## config.mk

```make
export PLATFORM = sky130hd
export DESIGN_NAME = ext_tid_alloc_flat
export DESIGN_NICKNAME = d
export VERILOG_FILES = /design/src/rtl/ext_tid_alloc_if.sv /design/src/rtl/ext_tid_alloc.sv /design/src/flat_wrapper.sv
export SDC_FILE = /design/constraint.sdc
export NUM_CORES = 1
export LEC_CHECK = 0
export CORE_ASPECT_RATIO = 1.1
export CORE_MARGIN = 4
export CORE_UTILIZATION = 30
export CTS_CLUSTER_DIAMETER = 50
export CTS_CLUSTER_SIZE = 16
export DETAILED_ROUTE_END_ITERATION = 6
export PLACE_DENSITY_LB_ADDON = 0.08
export SYNTH_ARGS = -nofsm -noshare
export SYNTH_HDL_FRONTEND = slang
export SYNTH_SLANG_ARGS = --single-unit
```

## constraint.sdc

```tcl
create_clock -name clk_i -period 7.9 [get_ports clk_i]
set_clock_uncertainty 0.15 [all_clocks]
set_input_delay 1.58 -clock clk_i [delete_from_list [all_inputs] [get_ports clk_i]]
set_output_delay 1.58 -clock clk_i [all_outputs]
set_load 0.01 [all_outputs]
```

## src/rtl/ext_tid_alloc_if.sv

```systemverilog
// ---------------------------------------------------------------------------
// ext_tid_alloc_if
//   Groups the allocate and release paths of the external TID allocator.
//
//   Signals (named from the allocator's point of view):
//     alloc_req_i   requester -> allocator  asks for a new external TID
//     alloc_gnt_o   allocator -> requester  a TID is handed out this cycle
//     alloc_tid_o   allocator -> requester  the TID handed out (valid with gnt)
//     rel_valid_i   requester -> allocator  a response came back, free its TID
//     rel_tid_i     requester -> allocator  the TID being freed
//
//   Handshake: an allocation transfers in every cycle where alloc_req_i and
//   alloc_gnt_o are both high at the rising clock edge; alloc_gnt_o is never
//   high without alloc_req_i, and the requester may hold alloc_req_i high for
//   as long as it wants more TIDs. A release has no back-pressure: every cycle
//   with rel_valid_i high at the rising edge is consumed by the allocator.
//
//   Modports: master = requester side, slave = allocator side.
// ---------------------------------------------------------------------------
interface ext_tid_alloc_if #(
    parameter int EXT_TID_WIDTH = 4
);
    logic                     alloc_req_i;
    logic                     alloc_gnt_o;
    logic [EXT_TID_WIDTH-1:0] alloc_tid_o;
    logic                     rel_valid_i;
    logic [EXT_TID_WIDTH-1:0] rel_tid_i;

    modport master (
        output alloc_req_i,
        output rel_valid_i,
        output rel_tid_i,
        input  alloc_gnt_o,
        input  alloc_tid_o
    );

    modport slave (
        input  alloc_req_i,
        input  rel_valid_i,
        input  rel_tid_i,
        output alloc_gnt_o,
        output alloc_tid_o
    );
endinterface

```

## src/rtl/ext_tid_alloc.sv

```systemverilog
// ---------------------------------------------------------------------------
// ext_tid_alloc
//   Pool of 2**EXT_TID_WIDTH external transaction IDs. A busy bitmap tracks
//   which IDs are outstanding; the lowest free ID is offered combinationally
//   and becomes busy on the granting edge. Returned responses free their ID,
//   which becomes allocatable from the following cycle.
//
//   Ports:
//     clk_i          clock, rising edge
//     rst_ni         asynchronous active-low reset
//     bus            ext_tid_alloc_if.slave: alloc req/gnt/tid, release valid/tid
//     drain_i        block new grants; releases keep being processed
//     err_clr_i      clear the sticky illegal-release flag
//     full_o         every ID is outstanding
//     idle_o         no ID is outstanding
//     outstanding_o  number of outstanding IDs (0..2**EXT_TID_WIDTH)
//     err_o          sticky: a release named an ID that was not outstanding
// ---------------------------------------------------------------------------
module ext_tid_alloc #(
    parameter int EXT_TID_WIDTH = 4
) (
    input  logic                   clk_i,
    input  logic                   rst_ni,
    ext_tid_alloc_if.slave         bus,
    input  logic                   drain_i,
    input  logic                   err_clr_i,
    output logic                   full_o,
    output logic                   idle_o,
    output logic [EXT_TID_WIDTH:0] outstanding_o,
    output logic                   err_o
);
    localparam int NUM_TID = 2**EXT_TID_WIDTH;
    localparam logic [EXT_TID_WIDTH:0] NUM_TID_CNT = (EXT_TID_WIDTH+1)'(NUM_TID);
    localparam logic [EXT_TID_WIDTH:0] CNT_ONE     = (EXT_TID_WIDTH+1)'(1);

    logic [NUM_TID-1:0]       busy_q, busy_d;
    logic [EXT_TID_WIDTH:0]   cnt_q, cnt_d;
    logic                     err_q, err_d;
    logic [EXT_TID_WIDTH-1:0] free_tid;
    logic                     full;
    logic                     gnt;
    logic                     rel_legal;
    logic                     rel_illegal;

    // Lowest-index free ID. Scanning downward lets the last hit win, which is
    // the lowest index; with no free ID the default 0 is left in place.
    always_comb begin
        free_tid = '0;
        for (int i = NUM_TID - 1; i >= 0; i--) begin
            if (!busy_q[i]) begin
                free_tid = EXT_TID_WIDTH'(i);
            end
        end
    end

    assign full = (cnt_q == NUM_TID_CNT);

    // rst_ni gates the grant directly: while reset is held the registered
    // full flag reads 0, so nothing else would stop a grant then.
    assign gnt = rst_ni & bus.alloc_req_i & ~full & ~drain_i;

    // Legality uses the registered bitmap only, so releasing the ID that is
    // being granted in the same cycle is seen as freeing a free ID.
    assign rel_legal   = bus.rel_valid_i &  busy_q[bus.rel_tid_i];
    assign rel_illegal = bus.rel_valid_i & ~busy_q[bus.rel_tid_i];

    always_comb begin
        busy_d = busy_q;
        if (gnt) begin
            busy_d[free_tid] = 1'b1;
        end
        if (rel_legal) begin
            busy_d[bus.rel_tid_i] = 1'b0;
        end

        cnt_d = cnt_q;
        case ({gnt, rel_legal})
            2'b10:   cnt_d = cnt_q + CNT_ONE;
            2'b01:   cnt_d = cnt_q - CNT_ONE;
            default: cnt_d = cnt_q;
        endcase

        // A new error wins over a clear in the same cycle.
        err_d = err_q;
        if (rel_illegal) begin
            err_d = 1'b1;
        end else if (err_clr_i) begin
            err_d = 1'b0;
        end
    end

    always_ff @(posedge clk_i or negedge rst_ni) begin
        if (!rst_ni) begin
            busy_q <= '0;
            cnt_q  <= '0;
            err_q  <= 1'b0;
        end else begin
            busy_q <= busy_d;
            cnt_q  <= cnt_d;
            err_q  <= err_d;
        end
    end

    assign bus.alloc_gnt_o = gnt;
    assign bus.alloc_tid_o = free_tid;
    assign full_o          = full;
    assign idle_o          = (cnt_q == '0);
    assign outstanding_o   = cnt_q;
    assign err_o           = err_q;
endmodule

```

## src/flat_wrapper.sv

```systemverilog
// flat-port wrapper written by rule: the top's interface ports become plain ports
module ext_tid_alloc_flat 
#(
    parameter int EXT_TID_WIDTH = 4
)
  (clk_i, rst_ni, drain_i, err_clr_i, full_o, idle_o, outstanding_o, err_o, bus_alloc_req_i, bus_rel_valid_i, bus_rel_tid_i, bus_alloc_gnt_o, bus_alloc_tid_o);
  ext_tid_alloc_if #(.EXT_TID_WIDTH(EXT_TID_WIDTH)) bus_i ();
  input  logic clk_i;
  input  logic rst_ni;
  input  logic drain_i;
  input  logic err_clr_i;
  output logic full_o;
  output logic idle_o;
  output logic [EXT_TID_WIDTH:0] outstanding_o;
  output logic err_o;
  input wire logic [$bits(bus_i.alloc_req_i)-1:0] bus_alloc_req_i;
  input wire logic [$bits(bus_i.rel_valid_i)-1:0] bus_rel_valid_i;
  input wire logic [$bits(bus_i.rel_tid_i)-1:0] bus_rel_tid_i;
  output wire logic [$bits(bus_i.alloc_gnt_o)-1:0] bus_alloc_gnt_o;
  output wire logic [$bits(bus_i.alloc_tid_o)-1:0] bus_alloc_tid_o;
  assign bus_i.alloc_req_i = bus_alloc_req_i;
  assign bus_i.rel_valid_i = bus_rel_valid_i;
  assign bus_i.rel_tid_i = bus_rel_tid_i;
  assign bus_alloc_gnt_o = bus_i.alloc_gnt_o;
  assign bus_alloc_tid_o = bus_i.alloc_tid_o;
  ext_tid_alloc #(.EXT_TID_WIDTH(EXT_TID_WIDTH)) u_core (.clk_i(clk_i), .rst_ni(rst_ni), .bus(bus_i), .drain_i(drain_i), .err_clr_i(err_clr_i), .full_o(full_o), .idle_o(idle_o), .outstanding_o(outstanding_o), .err_o(err_o));
endmodule
```

Word-level counts from Yosys, hierarchy flattened
Index checks and enable logic that the tools add are counted.

word-level totals
  word-level logic and storage cells = 55
  register bits after elaboration = 22

operators by class
  mux-type cells = 27
  bitwise logic cells = 11
  reduce and logical (&&, ||, !) cells = 5
  add/sub/neg operators = 2
  equal/unequal tests = 3
  $lt $le $gt $ge = 4

operator list
  cell                   number
  $mux W4                16
  $mux W16               2
  $and A16 B16 Y16       1
  $not A16 Y16           1
  $or A16 B16 Y16        1
  $lt A4 B5 Y1 const B   2
  $pmux W5 S2            1
  $demux W1 S4           2
  $ge A4 B1 Y1 const B   2
  $add A5 B1 Y5 const B  1
  $and A1 B1 Y1          5
  $eq A5 B5 Y1 const B   1
  $logic_not A5 Y1       1
  $mux W1                5
  $sub A5 B1 Y5 const B  1
  $bmux W1 S4            1
  $reduce_bool A2 Y1     2
  $not A1 Y1             3
  $eq A2 B1 Y1 const B   1
  $eq A2 B2 Y1 const B   1
  $logic_and A1 B1 Y1    2

Logic depth before layout (Yosys ltp)
  word-level depth = 24
  mapped depth = 15
  gate-level depth less buffers = 14

Worst setup path after synthesis
No wires, ideal clock.

  path kind = input-to-reg
  from = input bus_rel_tid_i[0]
  to = register u_core.cnt_q[4] (netlist: u_core.outstanding_o[4])
  arrival = 3.809 ns
  setup time = 0.128 ns
  stages on the path = 13
  slack = 3.813 ns
  data required time = 7.622 ns
  buffers on the path = 1
  cells stage by stage = buf_2 mux4_2 nand2_1 nand2_1 a21oi_1 nor2b_1 ha_1 ha_1 a21o_1 a21oi_1 xnor2_1 nor2_1 xor2_1

between the ends
  word-level cells in the longest chain between the ends = 5

ends and longest elaborated chain
  what                                                      line                 RTL
  start: declaration                                        flat_wrapper.sv:18   input wire logic [$bits(bus_i.rel_tid_i)-1:0] bus_rel_tid_i;
  $bmux W1 S4 *                                             ext_tid_alloc.sv:64  assign rel_legal = bus.rel_valid_i & busy_q[bus.rel_tid_i];
  $mux W1 (implied by the code) *                           ext_tid_alloc.sv:64
  $and A1 B1 Y1 *                                           ext_tid_alloc.sv:64
  $eq A2 B1 Y1 / $eq A2 B2 Y1 (equally long branches)       ext_tid_alloc.sv:77  case ({gnt, rel_legal})
  $pmux W5 S2 / $reduce_bool A2 Y1 (equally long branches)  -
  end signal: assignment                                    ext_tid_alloc.sv:99  cnt_q <= cnt_d;
  end: declaration                                          ext_tid_alloc.sv:37  logic [EXT_TID_WIDTH:0] cnt_q, cnt_d;

Every way passes the cells marked *; elsewhere a longest branch is shown, timed or not. The select of a mux whose other input is x is not followed.
A chain may end at the register's enable or synchronous reset.

Worst setup path in the final report
  from = input rst_ni
  to = output bus_alloc_gnt_o

between the ends
  word-level cells in the longest chain between the ends = 3

ends and longest elaborated chain
  what                        line                 RTL
  start: declaration          flat_wrapper.sv:9    input logic rst_ni;
  $and A1 B1 Y1 (3 in a row)  ext_tid_alloc.sv:60  assign gnt = rst_ni & bus.alloc_req_i & ~full & ~drain_i;
  end: declaration            flat_wrapper.sv:19   output wire logic [$bits(bus_i.alloc_gnt_o)-1:0] bus_alloc_gnt_o;

No other way between the ends.

==> impl_results.html <==
<table>
<tr><th>Metric</th><th>Value</th></tr>
<tr><th colspan="2">Layout</th></tr>
<tr><td>Final Core Density</td><td>0.382</td></tr>
<tr><td>Antenna cell count</td><td>0</td></tr>
<tr><td>FF/Latch Area</td><td>551 sq um</td></tr>
<tr><td>Number of nets in the finished design</td><td>199</td></tr>
<tr><td>Multi-input combinational cell area</td><td>828 sq um</td></tr>
<tr><td>Design Area, Final</td><td>0.00178 sq mm</td></tr>
<tr><td>Share of cells above drive strength 1</td><td>0.115</td></tr>
<tr><td>Filler cells</td><td>475</td></tr>
<tr><td>Area grow syn2layout</td><td>22.4%</td></tr>
<tr><th colspan="2">Die</th></tr>
<tr><td>Width of the die</td><td>74.3 microns</td></tr>
<tr><td>Boundary Pins</td><td>23</td></tr>
<tr><td>Total number of placement rows</td><td>26</td></tr>
<tr><td>Starting utilization of the core area</td><td>0.312</td></tr>
<tr><td>Overall die height</td><td>81.0 microns</td></tr>
<tr><td>Placeable core region</td><td>0.00465 sq mm</td></tr>
<tr><td>Die outline area</td><td>0.00602 sq mm</td></tr>
<tr><th colspan="2">Drt</th></tr>
<tr><td>Number of routed nets with antenna violations</td><td>0</td></tr>
<tr><td>Post-detailed-route DRC marker count</td><td>0</td></tr>
<tr><td>Routed len/inst</td><td>16.7 microns</td></tr>
<tr><td>Via count</td><td>1,282</td></tr>
<tr><td>Detailed-route wire length</td><td>3980 microns</td></tr>
<tr><td>Via density per instance</td><td>5.36</td></tr>
<tr><td>Number of detailed-routing iterations run before antenna repair</td><td>4</td></tr>
<tr><td>Number of design-rule violations left by the first detailed-router iteration</td><td>111</td></tr>
<tr><th colspan="2">Clocking</th></tr>
<tr><td>Post-cts resize count</td><td>0</td></tr>
<tr><td>Post-cts hold buffer count</td><td>0</td></tr>
<tr><td>Cell at the root of the clock tree</td><td>sky130_fd_sc_hd__clkbuf_8</td></tr>
<tr><td>Post-CTS repair timing setup buffer count</td><td>0</td></tr>
<tr><td>TritonCTS clock tree</td><td>built</td></tr>
<tr><td>Clock tree sinks</td><td>22</td></tr>
<tr><td>Clock insertion delay at the later pin of the skew report</td><td>0.27 ns</td></tr>
<tr><td>Bufs on Longest Clock Path</td><td>2</td></tr>
<tr><td>Number of buffers inserted during clock tree synthesis</td><td>3</td></tr>
<tr><td>Register clock-pin slew on the reported worst setup and hold paths</td><td>0.08 ns</td></tr>
<tr><td>H-Tree Level Count</td><td>1</td></tr>
<tr><th colspan="2">Worst setup path</th></tr>
<tr><td>Buffers &amp; Inverters on Critical Path</td><td>4</td></tr>
<tr><td>Crit path largest cell delay</td><td>0.56 ns</td></tr>
<tr><td>Reg2Reg Depth</td><td>14</td></tr>
<tr><td>Worst setup EP type</td><td>primary output</td></tr>
<tr><td>Worst setup path class</td><td>in -&gt; out</td></tr>
<tr><td>CP arrival</td><td>3.42 ns</td></tr>
<tr><td>CP Cell Sequence</td><td>clkdlybuf4s50_1 &gt; buf_4 &gt; nand2_1 &gt; nor2_1 &gt; nand2_1 &gt; inv_1 &gt; clkdlybuf4s50_1</td></tr>
<tr><td>Largest delay share family, worst path</td><td>buffers and inverters</td></tr>
<tr><td>Startpoint type of the worst setup path</td><td>input pin</td></tr>
<tr><td>Slowest stage cell, crit path</td><td>sky130_fd_sc_hd__clkdlybuf4s50_1</td></tr>
<tr><td>Top fanout value on the critical path</td><td>23</td></tr>
<tr><td>WP data required</td><td>6.17 ns</td></tr>
<tr><td>Critical Path Stages</td><td>7</td></tr>
<tr><th colspan="2">Pwr</th></tr>
<tr><td>Worst IR drop on VDD</td><td>0.000111 V</td></tr>
<tr><td>Power density of the placed cells</td><td>279 mW/mm^2</td></tr>
<tr><td>Leakage power total</td><td>0.000751 uW</td></tr>
<tr><th colspan="2">Logic synthesis</th></tr>
<tr><td>Synthesis Warnings</td><td>0</td></tr>
<tr><td>Total of flip-flops plus latches after synthesis</td><td>22</td></tr>
<tr><td>Synthesized-area fraction occupied by xor and xnor cells</td><td>0.0302</td></tr>
<tr><td>Avg Synthesized Cell Area</td><td>9.07 sq um</td></tr>
<tr><td>Net Count, Synth</td><td>175</td></tr>
<tr><td>Synth Instances</td><td>160</td></tr>
<tr><td>Total standard cell area after synthesis</td><td>0.00145 sq mm</td></tr>
<tr><td>Complex-gate fraction of the synthesized area</td><td>0.228</td></tr>
<tr><td>Unique cell type count in the Yosys netlist</td><td>40</td></tr>
<tr><td>Fraction of synthesized area in multiplexers</td><td>0.0621</td></tr>
<tr><td>Arithmetic-cell share of the synthesized area counting full adders, half adders and majority gates</td><td>0.0483</td></tr>
<tr><td>Combinational family with the most area after synthesis</td><td>compound AO/OA/AOI/OAI gates</td></tr>
<tr><td>Sequential area share after synthesis</td><td>0.379</td></tr>
<tr><td>Area fraction in and, or, nand and nor cells after synthesis</td><td>0.202</td></tr>
<tr><th colspan="2">Placement</th></tr>
<tr><td>Dpl cell area</td><td>0.00172 sq mm</td></tr>
<tr><td>Half-perimeter wire length after detailed placement</td><td>3060 microns</td></tr>
<tr><td>PortBufs</td><td>22</td></tr>
<tr><td>Weighted congestion reported at the end of routability-driven placement</td><td>0.860</td></tr>
<tr><th colspan="2">GRT</th></tr>
<tr><td>Total overflow reported by the global router</td><td>0</td></tr>
<tr><td>Number of antenna violations at the first check in global routing</td><td>0</td></tr>
<tr><td>Maximum number of pins on one net before global-route repair</td><td>24</td></tr>
<tr><td>Combined global-route utilization of all metal layers</td><td>0.144</td></tr>
<tr><td>Global-route wire length before repair</td><td>6600 microns</td></tr>
<tr><td>Vias in the first global route</td><td>1,349</td></tr>
<tr><th colspan="2">Hold path</th></tr>
<tr><td>Type of the most critical hold path</td><td>reg -&gt; reg</td></tr>
<tr><td>Number of cells on the worst hold path</td><td>1</td></tr>
<tr><th colspan="2">Flow run</th></tr>
<tr><td>Number of maximum-capacitance violations</td><td>0</td></tr>
<tr><th colspan="2">Timing</th></tr>
<tr><td>Unrepaired setup endpoints after global routing</td><td>false</td></tr>
<tr><td>Highest clock frequency the design can meet</td><td>194 MHz</td></tr>
<tr><td>Count of final hold-check violations</td><td>0</td></tr>
<tr><td>Share of the clock period used by the worst path after layout</td><td>0.652</td></tr>
<tr><td>Accumulated negative setup slack</td><td>0 ns</td></tr>
<tr><td>Actual transition at the worst max-transition pin</td><td>0.697 ns</td></tr>
<tr><td>Remaining max-slew budget at the tightest pin</td><td>0.534</td></tr>
<tr><td>Slew Limit Fails</td><td>0</td></tr>
<tr><td>Shortest clock period the worst path allows after layout</td><td>5.15 ns</td></tr>
<tr><td>Number of setup violations in the final report</td><td>0</td></tr>
<tr><th colspan="2">Status</th></tr>
<tr><td>Run status</td><td>completed</td></tr>
</table>
flip-flops by register name, summed over array words and instances, names as in the netlist:
signal and count:
u_core.err_o 1, u_core.outstanding_o 5, u_core.busy_q 16
power breakdown:
part / total (uW) / switching (uW) / internal, uW
logic: 230 / 121 / 109
registers: 182 / 41.6 / 141
clock network: 82.8 / 38.3 / 44.5
total: 495 / 201 / 294
routing by layer:
| metal | up-vias | global-route usage | wire length, microns | part of all wire |
|---|---|---|---|---|
| met4 | 0 | 0.0641 | 121 | 0.030 |
| li1 | 618 | - | - | - |
| met1 | 619 | 0.180 | 1670 | 0.42 |
| met2 | 34 | 0.241 | 2010 | 0.50 |
| met3 | 11 | 0.0248 | 179 | 0.045 |
| met5 | - | 0 | 0 | 0 |
cells in the final DEF (no fill, tap or decap), types with 3 or more instances in the layout:
master / Yosys / layout
sky130_fd_sc_hd__a21oi_1: 17 / 17
sky130_fd_sc_hd__a31oi_1: 11 / 11
sky130_fd_sc_hd__clkbuf_8: 0 / 4
sky130_fd_sc_hd__clkdlybuf4s50_1: 0 / 22
sky130_fd_sc_hd__dfrtp_1: 22 / 22
sky130_fd_sc_hd__ha_1: 4 / 4
sky130_fd_sc_hd__inv_1: 11 / 11
sky130_fd_sc_hd__mux4_2: 4 / 4
sky130_fd_sc_hd__nand2_1: 26 / 26
sky130_fd_sc_hd__nand4_1: 3 / 3
sky130_fd_sc_hd__nor2_1: 11 / 11
sky130_fd_sc_hd__nor2b_1: 7 / 7
sky130_fd_sc_hd__o21ai_0: 6 / 6
sky130_fd_sc_hd__o21ai_1: 3 / 3
sky130_fd_sc_hd__xor2_1: 3 / 3
cell usage after synthesis:
| library cell | number | area share |
|---|---|---|
| sky130_fd_sc_hd__nor3_1 | 2 | 0.0069 |
| sky130_fd_sc_hd__o21ai_1 | 3 | 0.010 |
| sky130_fd_sc_hd__a31oi_1 | 11 | 0.047 |
| sky130_fd_sc_hd__o21ai_2 | 1 | 0.0060 |
| sky130_fd_sc_hd__inv_1 | 11 | 0.028 |
| sky130_fd_sc_hd__dfrtp_1 | 22 | 0.38 |
| sky130_fd_sc_hd__nor2b_1 | 7 | 0.030 |
| sky130_fd_sc_hd__o221ai_2 | 1 | 0.010 |
| sky130_fd_sc_hd__nor3b_1 | 1 | 0.0052 |
| sky130_fd_sc_hd__nor3_2 | 1 | 0.0069 |
| sky130_fd_sc_hd__nor4_1 | 1 | 0.0043 |
| sky130_fd_sc_hd__o31ai_2 | 2 | 0.017 |
| sky130_fd_sc_hd__mux4_2 | 4 | 0.062 |
| sky130_fd_sc_hd__o21ai_0 | 6 | 0.021 |
| sky130_fd_sc_hd__xnor2_1 | 2 | 0.012 |
| sky130_fd_sc_hd__a21boi_1 | 1 | 0.0052 |
| sky130_fd_sc_hd__and4b_4 | 1 | 0.0095 |
| sky130_fd_sc_hd__o31a_4 | 1 | 0.012 |
| sky130_fd_sc_hd__nand2_1 | 26 | 0.067 |
| sky130_fd_sc_hd__and4_1 | 1 | 0.0060 |
| sky130_fd_sc_hd__fa_1 | 1 | 0.014 |
| sky130_fd_sc_hd__buf_4 | 1 | 0.0052 |
| sky130_fd_sc_hd__clkbuf_1 | 1 | 0.0026 |
| sky130_fd_sc_hd__buf_6 | 1 | 0.0078 |
| sky130_fd_sc_hd__inv_2 | 1 | 0.0026 |
| sky130_fd_sc_hd__nor2_1 | 11 | 0.028 |
| sky130_fd_sc_hd__a21oi_1 | 17 | 0.059 |
| sky130_fd_sc_hd__ha_1 | 4 | 0.034 |
| sky130_fd_sc_hd__a211oi_2 | 1 | 0.0086 |
| sky130_fd_sc_hd__and3_1 | 1 | 0.0043 |
| sky130_fd_sc_hd__o31ai_1 | 1 | 0.0052 |
| sky130_fd_sc_hd__nand2b_1 | 1 | 0.0043 |
| sky130_fd_sc_hd__a21o_1 | 2 | 0.010 |
| sky130_fd_sc_hd__nor3b_2 | 1 | 0.0086 |
| sky130_fd_sc_hd__a21oi_2 | 1 | 0.0060 |
| sky130_fd_sc_hd__buf_2 | 1 | 0.0034 |
| sky130_fd_sc_hd__xor2_1 | 3 | 0.018 |
| sky130_fd_sc_hd__a2bb2oi_2 | 1 | 0.010 |
| sky130_fd_sc_hd__nand3_1 | 2 | 0.0069 |
| sky130_fd_sc_hd__nand4_1 | 3 | 0.013 |
worst paths after layout:
kind	startpoint	to	slack [ns]
worst min-delay path	u_core.outstanding_o[4]	u_core.outstanding_o[4]	0.37
worst min register to register	u_core.outstanding_o[4]	u_core.outstanding_o[4]	0.37
max in group asynchronous	rst_ni	u_core.busy_q[9]	5.85
min in group asynchronous	rst_ni	u_core.busy_q[0]	1.51
worst max register to register	u_core.busy_q[3]	u_core.outstanding_o[4]	4.94
worst max-delay path	rst_ni	bus_alloc_gnt_o	2.75
layout make-up:
class                   instances  area share
clock buffers                   4      0.0310
repair buffers                 23       0.128
well taps                      56      0.0394
flip-flops and latches         22       0.310
multi-input cells             122       0.466
inverters                      12      0.0254
per-stage QoR:
step                      worst slack, ns  total power [uW]  hold WS [ns]  instances
after floorplan                      3.81               318         0.359        160
after global placement               2.74               415         0.349        235
after detailed placement             2.69               415         0.361        235
after CTS                            2.68               500         0.376        239
after global routing                 2.57               531         0.394        239
final                                2.75               495         0.366        239
cells by family (layout without fill, tap and decap cells):
| kind of cell | count (synthesis) | count (layout) |
|---|---|---|
| AND/OR/NAND/NOR | 59 | 59 |
| AO/OA/AOI/OAI | 49 | 49 |
| flip-flops | 22 | 22 |
| buffers and inverters | 16 | 39 |
| adder cells (fa/ha/maj) | 5 | 5 |
| XOR/XNOR | 5 | 5 |
| multiplexers | 4 | 4 |
Note: power is estimated with default switching activity, not from simulation.
==> RTL edit 1 (config.mk and constraints unchanged) <==
`EXT_TID_WIDTH` is set to 4 in 3 places; all go to 5.
--- a/src/rtl/ext_tid_alloc_if.sv
+++ b/src/rtl/ext_tid_alloc_if.sv
@@ -18,7 +18,7 @@
 //   Modports: master = requester side, slave = allocator side.
 // ---------------------------------------------------------------------------
 interface ext_tid_alloc_if #(
-    parameter int EXT_TID_WIDTH = 4
+    parameter int EXT_TID_WIDTH = 5
 );
     logic                     alloc_req_i;
     logic                     alloc_gnt_o;
--- a/src/rtl/ext_tid_alloc.sv
+++ b/src/rtl/ext_tid_alloc.sv
@@ -17,7 +17,7 @@
 //     err_o          sticky: a release named an ID that was not outstanding
 // ---------------------------------------------------------------------------
 module ext_tid_alloc #(
-    parameter int EXT_TID_WIDTH = 4
+    parameter int EXT_TID_WIDTH = 5
 ) (
     input  logic                   clk_i,
     input  logic                   rst_ni,
--- a/src/flat_wrapper.sv
+++ b/src/flat_wrapper.sv
@@ -1,7 +1,7 @@
 // flat-port wrapper written by rule: the top's interface ports become plain ports
 module ext_tid_alloc_flat 
 #(
-    parameter int EXT_TID_WIDTH = 4
+    parameter int EXT_TID_WIDTH = 5
 )
   (clk_i, rst_ni, drain_i, err_clr_i, full_o, idle_o, outstanding_o, err_o, bus_alloc_req_i, bus_rel_valid_i, bus_rel_tid_i, bus_alloc_gnt_o, bus_alloc_tid_o);
   ext_tid_alloc_if #(.EXT_TID_WIDTH(EXT_TID_WIDTH)) bus_i ();
Interface: changed (resized bus_alloc_tid_o, bus_rel_tid_i and outstanding_o); port bits go from 23 to 26. No check against the original RTL was run, so the function may have changed too.
==> RTL edit 1 against the original RTL <==
  * Setup slack lost 0.48 ns
  * Cell area grew 67%
  * Register-to-register slack got worse by 0.75 ns
  * Largest power group unchanged
  * Sequential cell count rose by 17
  * Worst hold slack gained 0.011 ns
  * Routed wire length increased by 99%
  * Synthesized area up 80%
  * Total power rose by 54%
==> RTL edit 1: results <==
[critical_path]
startpoint = bus_rel_tid_i[1]
arrival_ns = 5.68
worst_setup_path_start_kind = input pin
r2r_end = u_core.outstanding_o[5]
rr_worst_depth = 13
path_class = in -> reg
reg2reg_from = u_core.busy_q[14]
r2r_slack_ns = 4.19
crit_path_max_fanout = 14

[cells_and_area]
top_register = u_core.busy_q
fin_nets = 309
largest_reg_flops = 32
fillers = 875
antenna-diode-count = 0
drive_gt1_share_pct = 12.6

[clocking]
cts_resized = 0
h-tree-depth = 2
cts_buffer_depth = 2
clk_pin_slew_ns = 0.09
clock_latency_ns = 0.30
post-cts-setup-buffers = 0
cts_root_buffer = clkbuf_8
cts_made_buffers = 5

[drt]
wl_met2_microns = 3920
wl_met1_microns = 3540
wl_per_cell_microns = 19.6
vias = 2281
dr.pass1.iters = 5
highest_layer = met4
met3_length_microns = 340
drt_iter0_markers = 161

[global_routing]
grt_pass1_wl_microns = 12900
antenna_found_initial = 0
grt_use_total_pct = 15.7
grt_max_degree = 41

[power_and_ir_drop]
vdd_drop_max_uv = 111
power.leakage_nw = 1.19

[logic_synthesis]
synth_cell_type_count = 49
synth_common_cells = a31oi_1, dfrtp_1, nand2_1, a21oi_1, inv_1
synth_ff_type = dfrtp_1
ys_async_sr_fraction_pct = 100
ys_seq_area_share_pct = 37.3
yosys_warnings = 0
synthTopCellsByArea = dfrtp_1, a31oi_1, buf_6
synth_nets = 290

[sta]
maxSlewHeadroom_pct = 47.0
max_freq_ghz = 0.178

[placed_design]
preCtsSetupSlack_ns = 1.93
hpwlAfterDp_microns = 5370
place_congestion = 0.843
portBuffers = 25

[min_path]
hold_path_class = reg -> reg
min_path_cells = 2

[outcome]
status = complete, no violations
RTL edit 1: report_power, final:
part	leakage, nW	total (mW)	switching [mW]	internal, mW
logic	0.614	0.308	0.176	0.133
registers	0.516	0.276	0.0451	0.231
clock network	0.0612	0.179	0.0767	0.102
total	1.19	0.763	0.298	0.465
RTL edit 1: logic make-up after synthesis:
logic type	Yosys count	share of synthesized area (%)
buf+inv	31	8.80
fa+ha+maj	6	3.15
compound gates	104	25.5
xor+xnor	6	2.01
mux	14	7.50
flops	39	37.3
simple gates	73	15.8
RTL edit 1: layout make-up:
class                   count  area, sq um  area share [%]
clock buffers               6         82.6            2.78
clock inverters             2         35.0            1.18
inverters                  15         56.3            1.90
multi-input cells         203         1410            47.6
flip-flops and latches     39          976            32.9
well taps                 111          139            4.68
repair buffers             28          268            9.02
RTL edit 1: routing by layer:
metal / vias up / global-route usage [%]
met5: - / 0
met4: 0 / 4.11
met3: 9 / 2.76
met2: 70 / 26.1
met1: 1119 / 21.1
li1: 1083 / -
RTL edit 1: stage by stage:
stage / instances / instance area, sq um / hold WS [ns]
global route: 404 / 2970 / 0.422
CTS: 404 / 2970 / 0.387
global placement: 396 / 2850 / 0.369
floorplan: 273 / 2620 / 0.382
detailed placement: 396 / 2850 / 0.360
finish: 404 / 2970 / 0.377
RTL edit 1: how the worst min path moves through the flow:
stage	startpoint	to
5_1_grt	u_core.err_o	u_core.err_o
2_1_floorplan	u_core.outstanding_o[5]	u_core.outstanding_o[5]
3_5_place_dp	u_core.outstanding_o[5]	u_core.outstanding_o[5]
6_report	u_core.err_o	u_core.err_o
4_1_cts	u_core.outstanding_o[5]	u_core.outstanding_o[5]
3_3_place_gp	u_core.outstanding_o[5]	u_core.outstanding_o[5]
RTL edit 1: worst max-delay path, cell delays in order:
cell	delay (ns)
clkdlybuf4s50_1	0.99
mux4_2	0.59
mux2_4	0.29
a221oi_4	0.40
and2b_2	0.26
ha_1	0.25
ha_1	0.29
a21o_1	0.17
a21oi_1	0.23
o21bai_1	0.09
a21oi_1	0.17
xnor2_1	0.13
nor2_1	0.06
xor2_1	0.15
==> RTL edit 2 (config.mk and constraints unchanged) <==
Made on the original files. Register the output `err_o` once more, with the module's reset; this adds one clock of latency there. The other outputs are not delayed to match.
--- a/src/rtl/ext_tid_alloc.sv
+++ b/src/rtl/ext_tid_alloc.sv
@@ -106,6 +106,12 @@
     assign full_o          = full;
     assign idle_o          = (cnt_q == '0);
     assign outstanding_o   = cnt_q;
-    assign err_o           = err_q;
+    always_ff @(posedge clk_i or negedge rst_ni) begin
+        if (!rst_ni) begin
+            err_o <= '0;
+        end else begin
+            err_o <= err_q;
+        end
+    end
 endmodule
 
Check against the original RTL: not equivalent (a bounded check fails within 4 cycles, from zero or initial values and one cycle with rst_ni low).
==> RTL edit 2 against the original RTL <==
  * Worst hold slack lost 0.13 ns
  * Synthesized area grew 0.86%
  * Routed wire length shrank 0.20%
  * Total power grew 3.6%
  * Setup slack gained 0.033 ns
  * Non-clock buffer count is the same
  * Cell area grew 0.92%
  * Combinational power grew 8.7%
  * Critical endpoint unchanged
  * Critical path type unchanged
  * Via count grew 1.3%
  * Critical path depth shrank 2
  * Largest cell class unchanged
  * Sequential cell count grew 1
==> RTL edit 2: results <==
[outcome]
status = complete, no violations

[cells_and_area]
fillers = 484
fin_nets = 194
instances_no_fill = 234
drive_gt1_share_pct = 8.99

[sta]
setup_violations = 0
whs_ns = 0.231
min_period_ns = 5.12
maxSlewHeadroom_pct = 60.4

[placed_design]
preCtsSetupSlack_ns = 2.73
place_area_sq_mm = 0.00175
place_congestion = 0.871
hpwlAfterDp_microns = 3040

[global_routing]
grt_pass1_vias = 1354
use_met3_pct = 1.98
grt_max_degree = 25
grt_pass1_wl_microns = 6780
grt_use_total_pct = 14.6
use_met1_pct = 19.1
grt.met2_usage_pct = 24.7

[power_and_ir_drop]
p_seq_uw = 187
power.leakage_nw = 0.761
netSwitchingFraction_pct = 40.1
vdd_drop_max_uv = 117
p_total_uw = 513
p_clk_uw = 76.0

[critical_path]
arrival_ns = 3.39
reg2reg_from = u_core.busy_q[2]
r2r_slack_ns = 4.88
crit_path_max_fanout = 24
rr_worst_depth = 13

[logic_synthesis]
ys_seq_area_share_pct = 39.3
synth.avg_cell_area_sq_um = 9.51
synth_common_cells = dfrtp_1, nand2_1, inv_1, a21oi_1, nor2_1
synth_nets = 169
synth_cell_type_count = 46
ys_async_sr_fraction_pct = 100
synthTopCellsByArea = dfrtp_1, mux4_2, nand2_1

[min_path]
min_to = u_core.err_o
min_from = u_core.err_q
min_path_cells = 0

[drt]
wirelength_microns = 3970
vias = 1299
highest_layer = met4
wl_met1_microns = 1730
met3_length_microns = 163
drt_iter0_markers = 174
wl_met2_microns = 2030

[clocking]
cts_resized = 0
h-tree-depth = 1
[RTL edit 2: cell count changes after synthesis, moves of 3 or more]
cell	delta
a21oi_1	-4
inv_1	+4
nand2_1	-8
a31oi_1	-3
nor2b_1	-4
[RTL edit 2: final cells by class]
cell class,count,area (sq um),share of cell area [%]
clock buffers,4,45.0,2.51
inverters,16,60.1,3.35
multi-input cells,112,815,45.4
flip-flops and latches,23,576,32.1
well taps,56,70.1,3.91
repair buffers,23,228,12.7
[RTL edit 2: kinds of logic (layout without fill, tap and decap cells)]
logic type	after synthesis	count (layout)	synth area share, %
AO/OA/AOI/OAI	44	44	20.9
XOR/XNOR	5	5	2.99
adder cells (fa/ha/maj)	5	5	4.79
buffers and inverters	19	43	5.04
flip-flops	23	23	39.3
multiplexers	7	7	8.29
AND/OR/NAND/NOR	51	51	18.6
[RTL edit 2: worst max-delay path: stages]
cell,delay (ns)
clkdlybuf4s50_1,0.45
buf_4,0.31
nand4b_2,0.27
inv_2,0.20
clkdlybuf4s50_1,0.56
